<file path="config.mk">
export PLATFORM = sky130hd
export DESIGN_NAME = filter_sched_flat
export DESIGN_NICKNAME = d
export VERILOG_FILES = /design/src/rtl/filter_sched_if.sv /design/src/rtl/filter_sched.sv /design/src/flat_wrapper.sv
export SDC_FILE = /design/constraint.sdc
export NUM_CORES = 1
export LEC_CHECK = 0
export CAP_MARGIN = 20
export CORE_MARGIN = 4
export CORE_UTILIZATION = 35
export CTS_CLUSTER_DIAMETER = 30
export DETAILED_ROUTE_END_ITERATION = 12
export GPL_ROUTABILITY_DRIVEN = 0
export MAX_ROUTING_LAYER = met4
export PLACE_DENSITY_LB_ADDON = 0.05
export SYNTH_ARGS = -nofsm -noshare
export SYNTH_HDL_FRONTEND = slang
export SYNTH_SLANG_ARGS = --single-unit
</file>
<file path="constraint.sdc">
create_clock -name vga_clk -period 3.01 [get_ports vga_clk]
set_input_delay 0.4515 -clock vga_clk [delete_from_list [all_inputs] [get_ports vga_clk]]
set_output_delay 0.4515 -clock vga_clk [all_outputs]
set_load 0.01 [all_outputs]
</file>
<file path="src/rtl/filter_sched_if.sv">
// Scan-position, button and control-output bundle between the VGA front end and the filter scheduler.
// master drives position/buttons; slave (the scheduler) drives the active settings and strobes.
interface filter_sched_if;
    logic [9:0] pos_x;
    logic [9:0] pos_y;
    logic       btn_mode;
    logic       btn_color;
    logic       btn_thr_up;
    logic       btn_thr_dn;
    logic [2:0] filter_sel;
    logic [2:0] color_type;
    logic [3:0] threshold;
    logic       line_sel;
    logic       win_valid;
    logic       frame_start;
    logic       line_start;
    logic       pending;

    modport master (
        output pos_x, pos_y, btn_mode, btn_color, btn_thr_up, btn_thr_dn,
        input  filter_sel, color_type, threshold, line_sel, win_valid,
               frame_start, line_start, pending
    );

    modport slave (
        input  pos_x, pos_y, btn_mode, btn_color, btn_thr_up, btn_thr_dn,
        output filter_sel, color_type, threshold, line_sel, win_valid,
               frame_start, line_start, pending
    );
endinterface

</file>
<file path="src/rtl/filter_sched.sv">
// Filter setting scheduler: stages button changes, commits them only at frame start,
// then holds the window invalid while the line buffers refill.
//
// state | meaning
// RUN   | staged settings equal active ones, nothing to commit
// PEND  | staged settings changed, waiting for the next frame start to commit
// FLUSH | settings just committed, counting line starts while line buffers refill
module filter_sched #(
    parameter int         H_ACTIVE    = 640,
    parameter int         V_ACTIVE    = 480,
    parameter int         NUM_MODES   = 4,
    parameter logic [3:0] THR_DEFAULT = 4'd4,
    parameter logic [3:0] THR_MIN     = 4'd1,
    parameter logic [3:0] THR_MAX     = 4'd14,
    parameter int         FLUSH_LINES = 2
) (
    input logic           vga_clk,
    input logic           rst,
    filter_sched_if.slave bus
);
    localparam int            FW          = $clog2(FLUSH_LINES + 1);
    localparam logic [2:0]    COLOR_BLACK = 3'b001;
    localparam logic [2:0]    COLOR_WHITE = 3'b010;
    localparam logic [2:0]    MODE_LAST   = 3'(NUM_MODES - 1);
    localparam logic [9:0]    H_LIM       = 10'(H_ACTIVE);
    localparam logic [9:0]    V_LIM       = 10'(V_ACTIVE);
    localparam logic [FW-1:0] FLUSH_LOAD  = FW'(FLUSH_LINES);
    localparam logic [FW-1:0] FLUSH_ONE   = FW'(1);

    typedef enum logic [1:0] {RUN, PEND, FLUSH} state_t;

    state_t        state;
    logic [FW-1:0] flush_cnt;

    logic [9:0] px_q;
    logic [9:0] py_q;

    logic [2:0] stg_mode;
    logic [2:0] stg_color;
    logic [3:0] stg_thr;
    logic [2:0] act_mode;
    logic [2:0] act_color;
    logic [3:0] act_thr;

    logic [2:0] nxt_mode;
    logic [2:0] nxt_color;
    logic [3:0] nxt_thr;

    logic frame_hit;
    logic line_hit;
    logic in_win;
    logic stg_change;
    logic nxt_differs;

    logic line_sel_q;
    logic win_valid_q;
    logic frame_start_q;
    logic line_start_q;
    logic pending_q;

    always_comb begin
        frame_hit = (bus.pos_x == 10'd0) && (bus.pos_y == 10'd0) &&
                    ((px_q != 10'd0) || (py_q != 10'd0));
        line_hit  = ((bus.pos_x == 10'd0) && (px_q != 10'd0)) || frame_hit;
        in_win    = (bus.pos_x >= 10'd2) && (bus.pos_y >= 10'd2) &&
                    (bus.pos_x < H_LIM) && (bus.pos_y < V_LIM);
    end

    // Next staged values; simultaneous up/down cancels without blocking the other buttons.
    always_comb begin
        nxt_mode  = stg_mode;
        nxt_color = stg_color;
        nxt_thr   = stg_thr;
        if (bus.btn_mode) begin
            nxt_mode = (stg_mode >= MODE_LAST) ? 3'd0 : stg_mode + 3'd1;
        end
        if (bus.btn_color) begin
            nxt_color = (stg_color == COLOR_BLACK) ? COLOR_WHITE : COLOR_BLACK;
        end
        if (bus.btn_thr_up && !bus.btn_thr_dn) begin
            nxt_thr = (stg_thr >= THR_MAX) ? stg_thr : stg_thr + 4'd1;
        end else if (bus.btn_thr_dn && !bus.btn_thr_up) begin
            nxt_thr = (stg_thr <= THR_MIN) ? stg_thr : stg_thr - 4'd1;
        end
        stg_change  = {nxt_mode, nxt_color, nxt_thr} != {stg_mode, stg_color, stg_thr};
        nxt_differs = {nxt_mode, nxt_color, nxt_thr} != {act_mode, act_color, act_thr};
    end

    always_ff @(posedge vga_clk) begin
        if (rst) begin
            px_q          <= 10'h3FF;
            py_q          <= 10'h3FF;
            frame_start_q <= 1'b0;
            line_start_q  <= 1'b0;
            line_sel_q    <= 1'b0;
        end else begin
            px_q          <= bus.pos_x;
            py_q          <= bus.pos_y;
            frame_start_q <= frame_hit;
            line_start_q  <= line_hit;
            if (frame_hit) begin
                line_sel_q <= 1'b0;
            end else if (line_hit) begin
                line_sel_q <= ~line_sel_q;
            end
        end
    end

    always_ff @(posedge vga_clk) begin
        if (rst) begin
            state       <= RUN;
            flush_cnt   <= '0;
            pending_q   <= 1'b0;
            win_valid_q <= 1'b0;
            stg_mode    <= 3'd0;
            stg_color   <= COLOR_BLACK;
            stg_thr     <= THR_DEFAULT;
            act_mode    <= 3'd0;
            act_color   <= COLOR_BLACK;
            act_thr     <= THR_DEFAULT;
        end else begin
            stg_mode    <= nxt_mode;
            stg_color   <= nxt_color;
            stg_thr     <= nxt_thr;
            win_valid_q <= in_win && (state != FLUSH);
            case (state)
                RUN: begin
                    if (stg_change) begin
                        state     <= PEND;
                        pending_q <= 1'b1;
                    end
                end
                PEND: begin
                    // Commit takes the pre-pulse staging; a pulse this cycle stays staged.
                    if (frame_hit) begin
                        act_mode  <= stg_mode;
                        act_color <= stg_color;
                        act_thr   <= stg_thr;
                        flush_cnt <= FLUSH_LOAD;
                        state     <= FLUSH;
                        pending_q <= 1'b0;
                    end
                end
                FLUSH: begin
                    if (line_start_q) begin
                        if (flush_cnt <= FLUSH_ONE) begin
                            flush_cnt <= '0;
                            state     <= nxt_differs ? PEND : RUN;
                            pending_q <= nxt_differs;
                        end else begin
                            flush_cnt <= flush_cnt - FLUSH_ONE;
                        end
                    end
                end
                default: begin
                    state     <= RUN;
                    pending_q <= 1'b0;
                end
            endcase
        end
    end

    assign bus.filter_sel  = act_mode;
    assign bus.color_type  = act_color;
    assign bus.threshold   = act_thr;
    assign bus.line_sel    = line_sel_q;
    assign bus.win_valid   = win_valid_q;
    assign bus.frame_start = frame_start_q;
    assign bus.line_start  = line_start_q;
    assign bus.pending     = pending_q;
endmodule

</file>
<file path="src/flat_wrapper.sv">
// flat-port wrapper written by rule: the top's interface ports become plain ports
module filter_sched_flat 
#(
    parameter int         H_ACTIVE    = 640,
    parameter int         V_ACTIVE    = 480,
    parameter int         NUM_MODES   = 4,
    parameter logic [3:0] THR_DEFAULT = 4'd4,
    parameter logic [3:0] THR_MIN     = 4'd1,
    parameter logic [3:0] THR_MAX     = 4'd14,
    parameter int         FLUSH_LINES = 2
)
  (vga_clk, rst, bus_pos_x, bus_pos_y, bus_btn_mode, bus_btn_color, bus_btn_thr_up, bus_btn_thr_dn, bus_filter_sel, bus_color_type, bus_threshold, bus_line_sel, bus_win_valid, bus_frame_start, bus_line_start, bus_pending);
  filter_sched_if bus_i ();
  input logic vga_clk;
  input logic rst;
  input wire logic [$bits(bus_i.pos_x)-1:0] bus_pos_x;
  input wire logic [$bits(bus_i.pos_y)-1:0] bus_pos_y;
  input wire logic [$bits(bus_i.btn_mode)-1:0] bus_btn_mode;
  input wire logic [$bits(bus_i.btn_color)-1:0] bus_btn_color;
  input wire logic [$bits(bus_i.btn_thr_up)-1:0] bus_btn_thr_up;
  input wire logic [$bits(bus_i.btn_thr_dn)-1:0] bus_btn_thr_dn;
  output wire logic [$bits(bus_i.filter_sel)-1:0] bus_filter_sel;
  output wire logic [$bits(bus_i.color_type)-1:0] bus_color_type;
  output wire logic [$bits(bus_i.threshold)-1:0] bus_threshold;
  output wire logic [$bits(bus_i.line_sel)-1:0] bus_line_sel;
  output wire logic [$bits(bus_i.win_valid)-1:0] bus_win_valid;
  output wire logic [$bits(bus_i.frame_start)-1:0] bus_frame_start;
  output wire logic [$bits(bus_i.line_start)-1:0] bus_line_start;
  output wire logic [$bits(bus_i.pending)-1:0] bus_pending;
  assign bus_i.pos_x = bus_pos_x;
  assign bus_i.pos_y = bus_pos_y;
  assign bus_i.btn_mode = bus_btn_mode;
  assign bus_i.btn_color = bus_btn_color;
  assign bus_i.btn_thr_up = bus_btn_thr_up;
  assign bus_i.btn_thr_dn = bus_btn_thr_dn;
  assign bus_filter_sel = bus_i.filter_sel;
  assign bus_color_type = bus_i.color_type;
  assign bus_threshold = bus_i.threshold;
  assign bus_line_sel = bus_i.line_sel;
  assign bus_win_valid = bus_i.win_valid;
  assign bus_frame_start = bus_i.frame_start;
  assign bus_line_start = bus_i.line_start;
  assign bus_pending = bus_i.pending;
  filter_sched #(.H_ACTIVE(H_ACTIVE), .V_ACTIVE(V_ACTIVE), .NUM_MODES(NUM_MODES), .THR_DEFAULT(THR_DEFAULT), .THR_MIN(THR_MIN), .THR_MAX(THR_MAX), .FLUSH_LINES(FLUSH_LINES)) u_core (.vga_clk(vga_clk), .rst(rst), .bus(bus_i));
endmodule
</file>
==> impl_metrics.env, run 1 <==
export IMPL_ff_latch_area_sq_um=981
export IMPL_fin_cells=347
export IMPL_drc_errors=0
export IMPL_area_growth_syn_to_layout_pct=27.1
export IMPL_finalCritPeriodShare_pct=76.5
export IMPL_clock_skew_ps=11.3
export IMPL_antenna_cells=0
export IMPL_clock_insertion_delay_worst_skew_ps=310
export IMPL_drv_max_cap_violation_count=0
export IMPL_worstSetupEndpointType="flop"
export IMPL_rows=28
export IMPL_core_area_sq_mm=0.00592
export IMPL_critical_path_top_delay_family="compound AO/OA/AOI/OAI gates"
export IMPL_dr_first_iter_drc_count=60
export IMPL_layout_drive_gt1_share_pct=16.2
export IMPL_worst_setup_hold_path_clk_slew_ps=90
export IMPL_synth_edff_count=0
export IMPL_ctsHoldBuffers=0
export IMPL_crit_path_max_incr_delay_ps=410
export IMPL_clock_sinks=49
export IMPL_leakagePower_nw=1.03
export IMPL_relSlewSlack_pct=61.7
export IMPL_count_of_pins_on_the_block_boundary=41
export IMPL_yosysMostFrequentCell="dfxtp_1"
export IMPL_ys_warn_count=0
export IMPL_category_of_the_most_critical_setup_path="flop to flop"
export IMPL_die_x_um=86.1
export IMPL_totalNegativeSetupSlack_ps=0
export IMPL_pwr_density_cell_mw_per_mm2=463
export IMPL_dp_hpwl_um=3450
export IMPL_postSynth_asyncResetShare_pct=0
export IMPL_overflow=0
export IMPL_synth_cell_area_sq_mm=0.00213
export IMPL_avgRoutedWirePerCell_um=13.3
export IMPL_fin_crit_ps=2300
export IMPL_grt_setup_unrepaired="false"
export IMPL_postCtsResizedCells=0
export IMPL_result_of_the_run="complete, no violations"
export IMPL_hp_class="flop to flop"
export IMPL_clock_path_buffers=2
export IMPL_netlist_top_cells_area="dfxtp_1 46%, or2_2 6.7%, nor2_1 4.9%"
export IMPL_critPathArrivalTime_ps=2550
export IMPL_crit_path_launch_type="flop"
export IMPL_via_per_inst=4.80
export IMPL_tritoncts_num_buffers=5
export IMPL_timing_final_max_slew_violations=0
export IMPL_cts_tree="yes"
export IMPL_slowest_stage="dfxtp_1"
export IMPL_gr_usage_all_layers_pct=14.2
export IMPL_fmax_mhz=434
export IMPL_fillCellCount=588
export IMPL_grt_first_pass_wirelength_um=8140
export IMPL_routed_wl_um=4620
export IMPL_final_antenna_net_count=0
export IMPL_most_used_flip_flop_cell_after_synthesis="dfxtp_1"
export IMPL_path_max_fanout=8
export IMPL_measured_slew_at_the_worst_slew_check_pin_ps=573
export IMPL_cp_data_required_time_ps=3250
export IMPL_detail_route_first_pass_iterations=4
export IMPL_ys_ff_latch=49
export IMPL_vias_in_the_first_global_route=1678
export IMPL_timing_critical_path_cells="inv_1, ha_1, nor2_1, o31ai_1, mux2i_1, o21ai_0, xor2_1, a311o_1, a21oi_1"
export IMPL_synth_top_area_cell="dfxtp_1"
export IMPL_syn_avg_cell_area_sq_um=9.35
export IMPL_buffers_on_ports=40
export IMPL_yosysSeqAreaShare_pct=46.0
export IMPL_final_net_count=302
export IMPL_proportion_of_netlist_area_held_by_the_largest_area_contributor_pct=46.0
export IMPL_post_cts_repair_setup_buffers=0
export IMPL_fp_dieH_um=86.1
export IMPL_cp_buffers_inverters=1
export IMPL_ys_top_cells_by_count="49 x dfxtp_1, 28 x nor2_1, 23 x or2_2"
export IMPL_synthesis_nets=259
export IMPL_cts_root_buffer_cell="clkbuf_8"
export IMPL_starting_density_of_the_core_pct=36.0
export IMPL_report_final_hold_viol_count=0
export IMPL_synth_lib_cells_used_distinct=44
export IMPL_dr_total_vias=1665
export IMPL_h_tree_depth=2
export IMPL_gate_count_post_synth=228
export IMPL_setup_violations=0
export IMPL_antenna_found_initial=0
export IMPL_grt_max_degree=23
export IMPL_numPlacedInstances=339
export IMPL_ir_worst_vdd_mv=0.241
export IMPL_multiInputGateArea_sq_mm=0.00109
export IMPL_total_die_area_sq_mm=0.00740
==> cells by family after synthesis <==
family                   share of synthesized area (%)
AND/OR/NAND/NOR                                   27.3
flip-flops                                        46.0
AO/OA/AOI/OAI                                     11.7
buffers and inverters                             3.05
XOR/XNOR                                          5.75
multiplexers                                      3.29
adder cells (fa/ha/maj)                           2.93
==> state kept, by name, indices dropped and copies added (netlist names), 2 cells and up <==
signal	flops
u_core.flush_cnt	2
u_core.py_q	10
u_core.bus.threshold	4
u_core.bus.filter_sel	3
u_core.stg_thr	4
u_core.state	2
u_core.stg_color	3
u_core.bus.color_type	3
u_core.stg_mode	3
u_core.px_q	10
==> worst paths after layout <==
kind | from | endpoint | slack (ps) | cells after the start
worst max-delay path | u_core.stg_thr[0]$_SDFF_PP0_ | u_core.bus.pending$_SDFFE_PP0P_ | 710 | 9
worst min-delay path | u_core.bus.pending$_SDFFE_PP0P_ | u_core.bus.pending$_SDFFE_PP0P_ | 470 | 2
worst max register to register | u_core.stg_thr[0]$_SDFF_PP0_ | u_core.bus.pending$_SDFFE_PP0P_ | 710 | 9
worst min register to register | u_core.bus.pending$_SDFFE_PP0P_ | u_core.bus.pending$_SDFFE_PP0P_ | 470 | 2
==> worst register-to-register path, stage by stage, from the launching register on <==
cell and delay [ps]:
dfxtp_1 410, inv_1 160, ha_1 210, nor2_1 70, o31ai_1 320, mux2i_1 210
o21ai_0 150, xor2_1 190, a311o_1 390, a21oi_1 140
==> metal layers <==
layer	wire (um)	vias to the layer above	track usage (%)
met2	1990	35	20.8
met3	247	4	5.09
met5	0	-	-
met1	2340	747	18.4
met4	46	0	4.32
li1	-	879	-
==> final cells by class <==
| class | instances | share of cell area, % |
|---|---|---|
| inverters | 7 | 0.970 |
| flip-flops and latches | 49 | 36.2 |
| multi-input cells | 164 | 40.1 |
| clock buffers | 5 | 2.54 |
| repair buffers | 44 | 15.9 |
| clock inverters | 3 | 0.831 |
| well taps | 75 | 3.46 |
==> per-stage QoR <==
step / setup WS [ps] / utilization (%) / power (mW) / hold WS [ps] / area, sq um
2_1_floorplan: 868 / - / 0.809 / 459 / 2130
3_3_place_gp: 424 / 44.2 / 0.880 / 458 / 2620
3_5_place_dp: 393 / 44.2 / 0.878 / 457 / 2620
4_1_cts: 687 / 45.8 / 1.27 / 481 / 2710
5_1_grt: 446 / 45.8 / 1.33 / 495 / 2710
6_report: 707 / 45.8 / 1.25 / 473 / 2710
==> where the power goes <==
part           total (mW)  internal, mW  switching, mW
Sequential          0.699         0.675         0.0234
Combinational       0.163        0.0877         0.0756
Clock               0.391         0.165          0.226
==> cells in the final DEF, fill, tap and decap left out, drive strengths merged, types with 3 or more instances in the layout <==
cell type and instances:
a21oi 8, a31oi 5, buf 4, clkbuf 5, clkdlybuf4s50 40, clkinv 3
dfxtp 49, ha 5, inv 7, mux2i 7, nand2 10, nand2b 7
nand3 5, nand4 4, nor2 30, nor2b 6, nor3 4, nor4 7
o21ai 5, or2 23, xnor2 9, xor2 5
No activity file was read; power rests on OpenSTA's default activity.
==> inputs of run 2 (changes only) <==
- clock period: 3.01 -> 2.25 ns (I/O delays scaled with it)
==> run 2 against run 1 <==
  * Die area unchanged
  * Clock power increased by 68%
  * Final cell count increased by 6.6%
  * Via count increased by 5.1%
  * Hold slack improved by 4.0 ps
  * Setup slack got worse by 550 ps
  * Critical endpoint is now u_core.flush_cnt[0]$_SDFFE_PP0P_
  * Global-route usage decreased by 0.50 points
==> impl_metrics.env, run 2 (synthesis results as in run 1) <==
export IMPL_result_of_the_run="complete, no violations"
export IMPL_antenna_cells=0
export IMPL_antenna_found_initial=0
export IMPL_switching_power_uw=441
export IMPL_clock_power_share_pct=35.2
export IMPL_layout_commonest_cell="dfxtp_1"
export IMPL_avgRoutedWirePerCell_um=12.5
export IMPL_layout_drive_gt1_share_pct=24.1
export IMPL_final_net_count=325
export IMPL_internal_power_mw=1.43
export IMPL_dp_hpwl_um=3400
export IMPL_buffers_on_ports=40
export IMPL_design_area_sq_mm=0.00293
export IMPL_drc_errors=0
export IMPL_h_tree_depth=2
export IMPL_pwr_share_seq_pct=49.6
export IMPL_tritoncts_num_buffers=5
export IMPL_cts_tree="yes"
export IMPL_count_of_pins_on_the_block_boundary=41
export IMPL_routed_wl_um=4620
export IMPL_combinationalPowerShare_pct=15.2
export IMPL_cp_data_required_time_ps=2430
export IMPL_worst_setup_hold_path_clk_slew_ps=90
export IMPL_fp_dieH_um=86.1
export IMPL_netSwitchingFraction_pct=23.6
export IMPL_layout_common_cells="49 x dfxtp_1, 40 x clkdlybuf4s50_1, 28 x nor2_1, 27 x buf_4, 23 x or2_2"
export IMPL_fin_crit_ps=2090
export IMPL_fmax_mhz=477
export IMPL_timing_final_max_slew_violations=0
export IMPL_layout_top_registers="u_core.px_q (10), u_core.py_q (10)"
export IMPL_ctsHoldBuffers=0
export IMPL_clock_path_buffers=2
export IMPL_crit_path_launch_type="input pin"
export IMPL_drv_max_cap_violation_count=0
export IMPL_cts_root_buffer_cell="clkbuf_8"
export IMPL_gr_usage_all_layers_pct=13.7
export IMPL_category_of_the_most_critical_setup_path="input pin to flop"
export IMPL_ir_worst_vdd_mv=0.401
export IMPL_die_x_um=86.1
export IMPL_path_max_fanout=7
export IMPL_overflow=0
export IMPL_core_area_sq_mm=0.00592
export IMPL_placement_setup_worst_slack_ps=-188
export IMPL_rows=28
export IMPL_placement_cell_area_sq_mm=0.00277
export IMPL_grt_first_pass_wirelength_um=7940
export IMPL_dr_first_iter_drc_count=33
export IMPL_setup_violations=0
export IMPL_clock_sinks=49
export IMPL_clock_skew_ps=3.95
export IMPL_final_antenna_net_count=0
export IMPL_area_growth_syn_to_layout_pct=37.3
export IMPL_pwr_density_cell_mw_per_mm2=638
export IMPL_critPathArrivalTime_ps=2280
export IMPL_measured_slew_at_the_worst_slew_check_pin_ps=425
export IMPL_dr_total_vias=1750
export IMPL_via_per_inst=4.73
export IMPL_finalCritPeriodShare_pct=93.1
export IMPL_report_final_hold_viol_count=0
export IMPL_clock_insertion_delay_worst_skew_ps=300
export IMPL_total_die_area_sq_mm=0.00740
export IMPL_relSlewSlack_pct=71.7
export IMPL_leakagePower_nw=1.15
export IMPL_hp_class="flop to flop"
export IMPL_worstSetupEndpointType="flop"
export IMPL_vias_in_the_first_global_route=1703
export IMPL_setup_ws_ps=155
export IMPL_starting_density_of_the_core_pct=36.0
export IMPL_grt_max_degree=48
export IMPL_detail_route_first_pass_iterations=6
export IMPL_totalPowerFinal_mw=1.87
==> run 2: cell types whose count changed in the layout (fill, tap and decap cells not counted), moves of 2 or more <==
| cell | previous run | this run |
|---|---|---|
| buf_4 | 4 | 27 |
| inv_1 | 7 | 5 |
| clkinv_4 | 2 | 0 |
| inv_2 | 0 | 2 |
==> run 2: what timing repair did <==
action | CTS | global route
buffers inserted | 0 | 3
resized for setup | 0 | 6
endpoints found under the hold margin | 0 | 0
setup endpoints to repair | 0 | 2
==> run 2: critical path: stages <==
cell             delay (ps)
clkdlybuf4s50_1         420
or4_4                   560
nor4_4                  310
o2111ai_4               240
buf_4                   200
a31oi_1                 170
nor2_1                   50
==> run 2: stage by stage <==
step / util [%] / hold WS (ps) / setup TNS (ps) / instances
2_1_floorplan: - / 444 / 0 / 228
3_3_place_gp: 46.7 / 457 / -1700 / 359
3_5_place_dp: 46.7 / 450 / -2100 / 359
4_1_cts: 48.8 / 474 / 0 / 367
5_1_grt: 49.5 / 516 / -53.1 / 370
6_report: 49.5 / 477 / 0 / 370
==> run 2: final cells by class <==
cell class                 instances  area (sq um)
clock buffer                       6          82.6
clock inverter                     2          37.5
fill                             575          2990
inverter                           7          26.3
multi-input combinational        164          1100
sequential                        49           981
tap                               75          93.8
timing repair buffer              67           603
==> run 2: path summary, 6_finish.rpt <==
check | cells past startpoint | endpoint | slack [ps] | from
worst max-delay path | 7 | u_core.flush_cnt[0]$_SDFFE_PP0P_ | 160 | bus_pos_x[1]
worst min register to register | 2 | u_core.bus.pending$_SDFFE_PP0P_ | 480 | u_core.bus.pending$_SDFFE_PP0P_
worst max register to register | 10 | u_core.bus.pending$_SDFFE_PP0P_ | 160 | u_core.stg_thr[0]$_SDFF_PP0_
worst min-delay path | 2 | u_core.bus.pending$_SDFFE_PP0P_ | 480 | u_core.bus.pending$_SDFFE_PP0P_
==> run 2: per-layer routing <==
metal / global-route usage (%) / vias to the layer above / routed length [um]
met2: 20.8 / 34 / 2100
met5: - / - / 0
met3: 3.46 / 8 / 234
met4: 4.32 / 0 / 59
li1: - / 927 / -
met1: 17.9 / 781 / 2230
==> run 2: power groups by stage <==
stage / sequential [mW] / combinational [mW] / clock (mW)
2_1_floorplan: 0.943 / 0.140 / 0
3_3_place_gp: 0.947 / 0.266 / 0
3_5_place_dp: 0.946 / 0.263 / 0
4_1_cts: 0.926 / 0.265 / 0.680
5_1_grt: 0.933 / 0.319 / 0.712
6_report: 0.927 / 0.284 / 0.657
==> inputs of run 3 (changes only) <==
- DONT_BUFFER_PORTS: default -> 1
==> run 3 against run 2 <==
  * Maximum frequency rose by 0.14%
  * Wire length decreased by 0.89%
  * Clock-buffer cell count decreased by 1
  * Clock power down 16%
  * Critical path depth up 2
  * Global-route usage decreased by 0.72 points
  * Combinational power fell by 42%
==> impl_metrics.env, run 3 (synthesis results as in run 1) <==
export IMPL_measured_slew_at_the_worst_slew_check_pin_ps=390
export IMPL_routed_wl_um=4580
export IMPL_grt_max_degree=49
export IMPL_antenna_found_initial=0
export IMPL_gr_usage_all_layers_pct=13.0
export IMPL_layout_commonest_cell="dfxtp_1"
export IMPL_overflow=0
export IMPL_fp_dieH_um=86.1
export IMPL_count_of_pins_on_the_block_boundary=41
export IMPL_clock_path_buffers=2
export IMPL_via_per_inst=5.18
export IMPL_final_core_util_pct=39.2
export IMPL_cp_data_required_time_ps=2490
export IMPL_layout_drive_gt1_share_pct=20.3
export IMPL_result_of_the_run="complete, no violations"
export IMPL_post_cts_repair_setup_buffers=0
export IMPL_cts_root_buffer_cell="clkbuf_8"
export IMPL_drc_errors=0
export IMPL_ff_latch_area_sq_um=981
export IMPL_timing_final_max_slew_violations=0
export IMPL_design_area_sq_mm=0.00232
export IMPL_clock_skew_ps=10.8
export IMPL_report_final_hold_viol_count=0
export IMPL_leakagePower_nw=0.884
export IMPL_path_max_fanout=4
export IMPL_antenna_cells=0
export IMPL_tritoncts_num_buffers=5
export IMPL_h_tree_depth=2
export IMPL_core_area_sq_mm=0.00592
export IMPL_drv_max_cap_violation_count=0
export IMPL_vias_in_the_first_global_route=1582
export IMPL_combinationalPowerShare_pct=10.1
export IMPL_placement_cell_area_sq_mm=0.00222
export IMPL_crit_path_launch_type="flop"
export IMPL_multiInputGateArea_sq_mm=0.00109
export IMPL_detail_route_first_pass_iterations=4
export IMPL_buffers_on_ports=0
export IMPL_worstSetupEndpointType="flop"
export IMPL_worstHoldPathCells=1
export IMPL_area_growth_syn_to_layout_pct=8.92
export IMPL_numPlacedInstances=299
export IMPL_fin_crit_ps=2090
export IMPL_fin_cells=307
export IMPL_clock_insertion_delay_worst_skew_ps=310
export IMPL_crit_reg2reg_launch="u_core.stg_thr[0]$_SDFF_PP0_"
export IMPL_pwr_share_seq_pct=56.3
export IMPL_totalNegativeSetupSlack_ps=0
export IMPL_rows=28
export IMPL_layout_top_registers="u_core.px_q (10), u_core.py_q (10)"
export IMPL_final_net_count=262
export IMPL_internal_power_mw=1.22
export IMPL_critPathArrivalTime_ps=2330
export IMPL_dp_hpwl_um=3440
export IMPL_relSlewSlack_pct=73.6
export IMPL_final_antenna_net_count=0
export IMPL_dr_total_vias=1590
export IMPL_fillCellCount=610
export IMPL_category_of_the_most_critical_setup_path="flop to flop"
export IMPL_setup_reg_to_reg_worst_slack_ps=160
export IMPL_die_x_um=86.1
export IMPL_worst_setup_hold_path_clk_slew_ps=100
export IMPL_fmax_mhz=478
export IMPL_pwr_density_cell_mw_per_mm2=711
export IMPL_clock_power_share_pct=33.6
export IMPL_cts_tree="yes"
export IMPL_starting_density_of_the_core_pct=36.0
export IMPL_clock_sinks=49
export IMPL_avgRoutedWirePerCell_um=14.9
export IMPL_dr_first_iter_drc_count=76
export IMPL_netSwitchingFraction_pct=26.1
export IMPL_r2r_end="u_core.bus.pending$_SDFFE_PP0P_"
export IMPL_layout_common_cells="49 x dfxtp_1, 28 x nor2_1, 23 x or2_2, 10 x nand2_1, 9 x xnor2_1"
export IMPL_hp_class="input pin to flop"
export IMPL_ir_worst_vdd_mv=0.312
export IMPL_setup_violations=0
export IMPL_total_die_area_sq_mm=0.00740
export IMPL_min_to="u_core.stg_thr[3]$_SDFF_PP0_"
export IMPL_reg2regPathDepth=9
export IMPL_finalCritPeriodShare_pct=93.0
export IMPL_switching_power_uw=431
export IMPL_grt_first_pass_wirelength_um=7470
export IMPL_worstHoldStart="rst"
run 3: stage by stage:
step | total power, mW | hold WS [ps] | setup WS (ps)
after floorplan | 1.08 | 444 | 108
after global placement | 1.11 | 414 | 153
after detailed placement | 1.11 | 415 | 31.9
after CTS | 1.68 | 72.2 | 8.01
after global routing | 1.74 | 66.0 | -18.6
final | 1.65 | 93.1 | 158
run 3: metal layers:
metal  vias up  global-route usage [%]  part of all wire (%)
met4         0                    4.46                   1.7
met3         8                    6.05                   8.0
met1       758                    14.4                    42
met2        35                    20.6                    48
li1        789                       -                     -
met5         -                       -                     0
run 3: how the worst max path moves through the flow:
stage	end	start	slack, ps	depth (start not counted)
6_report	u_core.bus.pending$_SDFFE_PP0P_	u_core.stg_thr[0]$_SDFF_PP0_	160	9
5_1_grt	u_core.state[0]$_SDFFE_PP0P_	u_core.stg_thr[0]$_SDFF_PP0_	-20	9
4_1_cts	u_core.bus.pending$_SDFFE_PP0P_	u_core.stg_thr[0]$_SDFF_PP0_	8	9
3_3_place_gp	u_core.state[0]$_SDFFE_PP0P_	u_core.stg_thr[0]$_SDFF_PP0_	150	9
3_5_place_dp	u_core.bus.pending$_SDFFE_PP0P_	u_core.stg_thr[0]$_SDFF_PP0_	30	9
2_1_floorplan	u_core.bus.pending$_SDFFE_PP0P_	u_core.stg_thr[0]$_SDFF_PP0_	110	10
run 3: critical path: stages, from the launching register on:
cell     delay, ps
dfxtp_1        360
inv_2          100
ha_2           200
nor2_1          70
o31ai_2        300
mux2i_1        210
o21ai_1        110
xor2_1         160
a311o_1        370
a21oi_1        150
run 3: cell type report:
class / count / area share, %
multi-input combinational: 164 / 47.1
sequential: 49 / 42.2
tap: 75 / 4.04
clock buffer: 5 / 2.96
timing repair buffer: 4 / 1.29
clock inverter: 3 / 1.24
inverter: 7 / 1.13
run 3: timing repair:
action	CTS	global route
setup endpoints to repair	0	2
gates resized for setup	0	4
hold buffers	0	0
run 3: power groups by stage:
stage / Sequential (mW) / Combinational, mW / Clock (mW)
2_1_floorplan: 0.943 / 0.140 / 0
3_3_place_gp: 0.948 / 0.158 / 0
3_5_place_dp: 0.950 / 0.162 / 0
4_1_cts: 0.930 / 0.163 / 0.583
5_1_grt: 0.935 / 0.188 / 0.619
6_report: 0.930 / 0.166 / 0.555
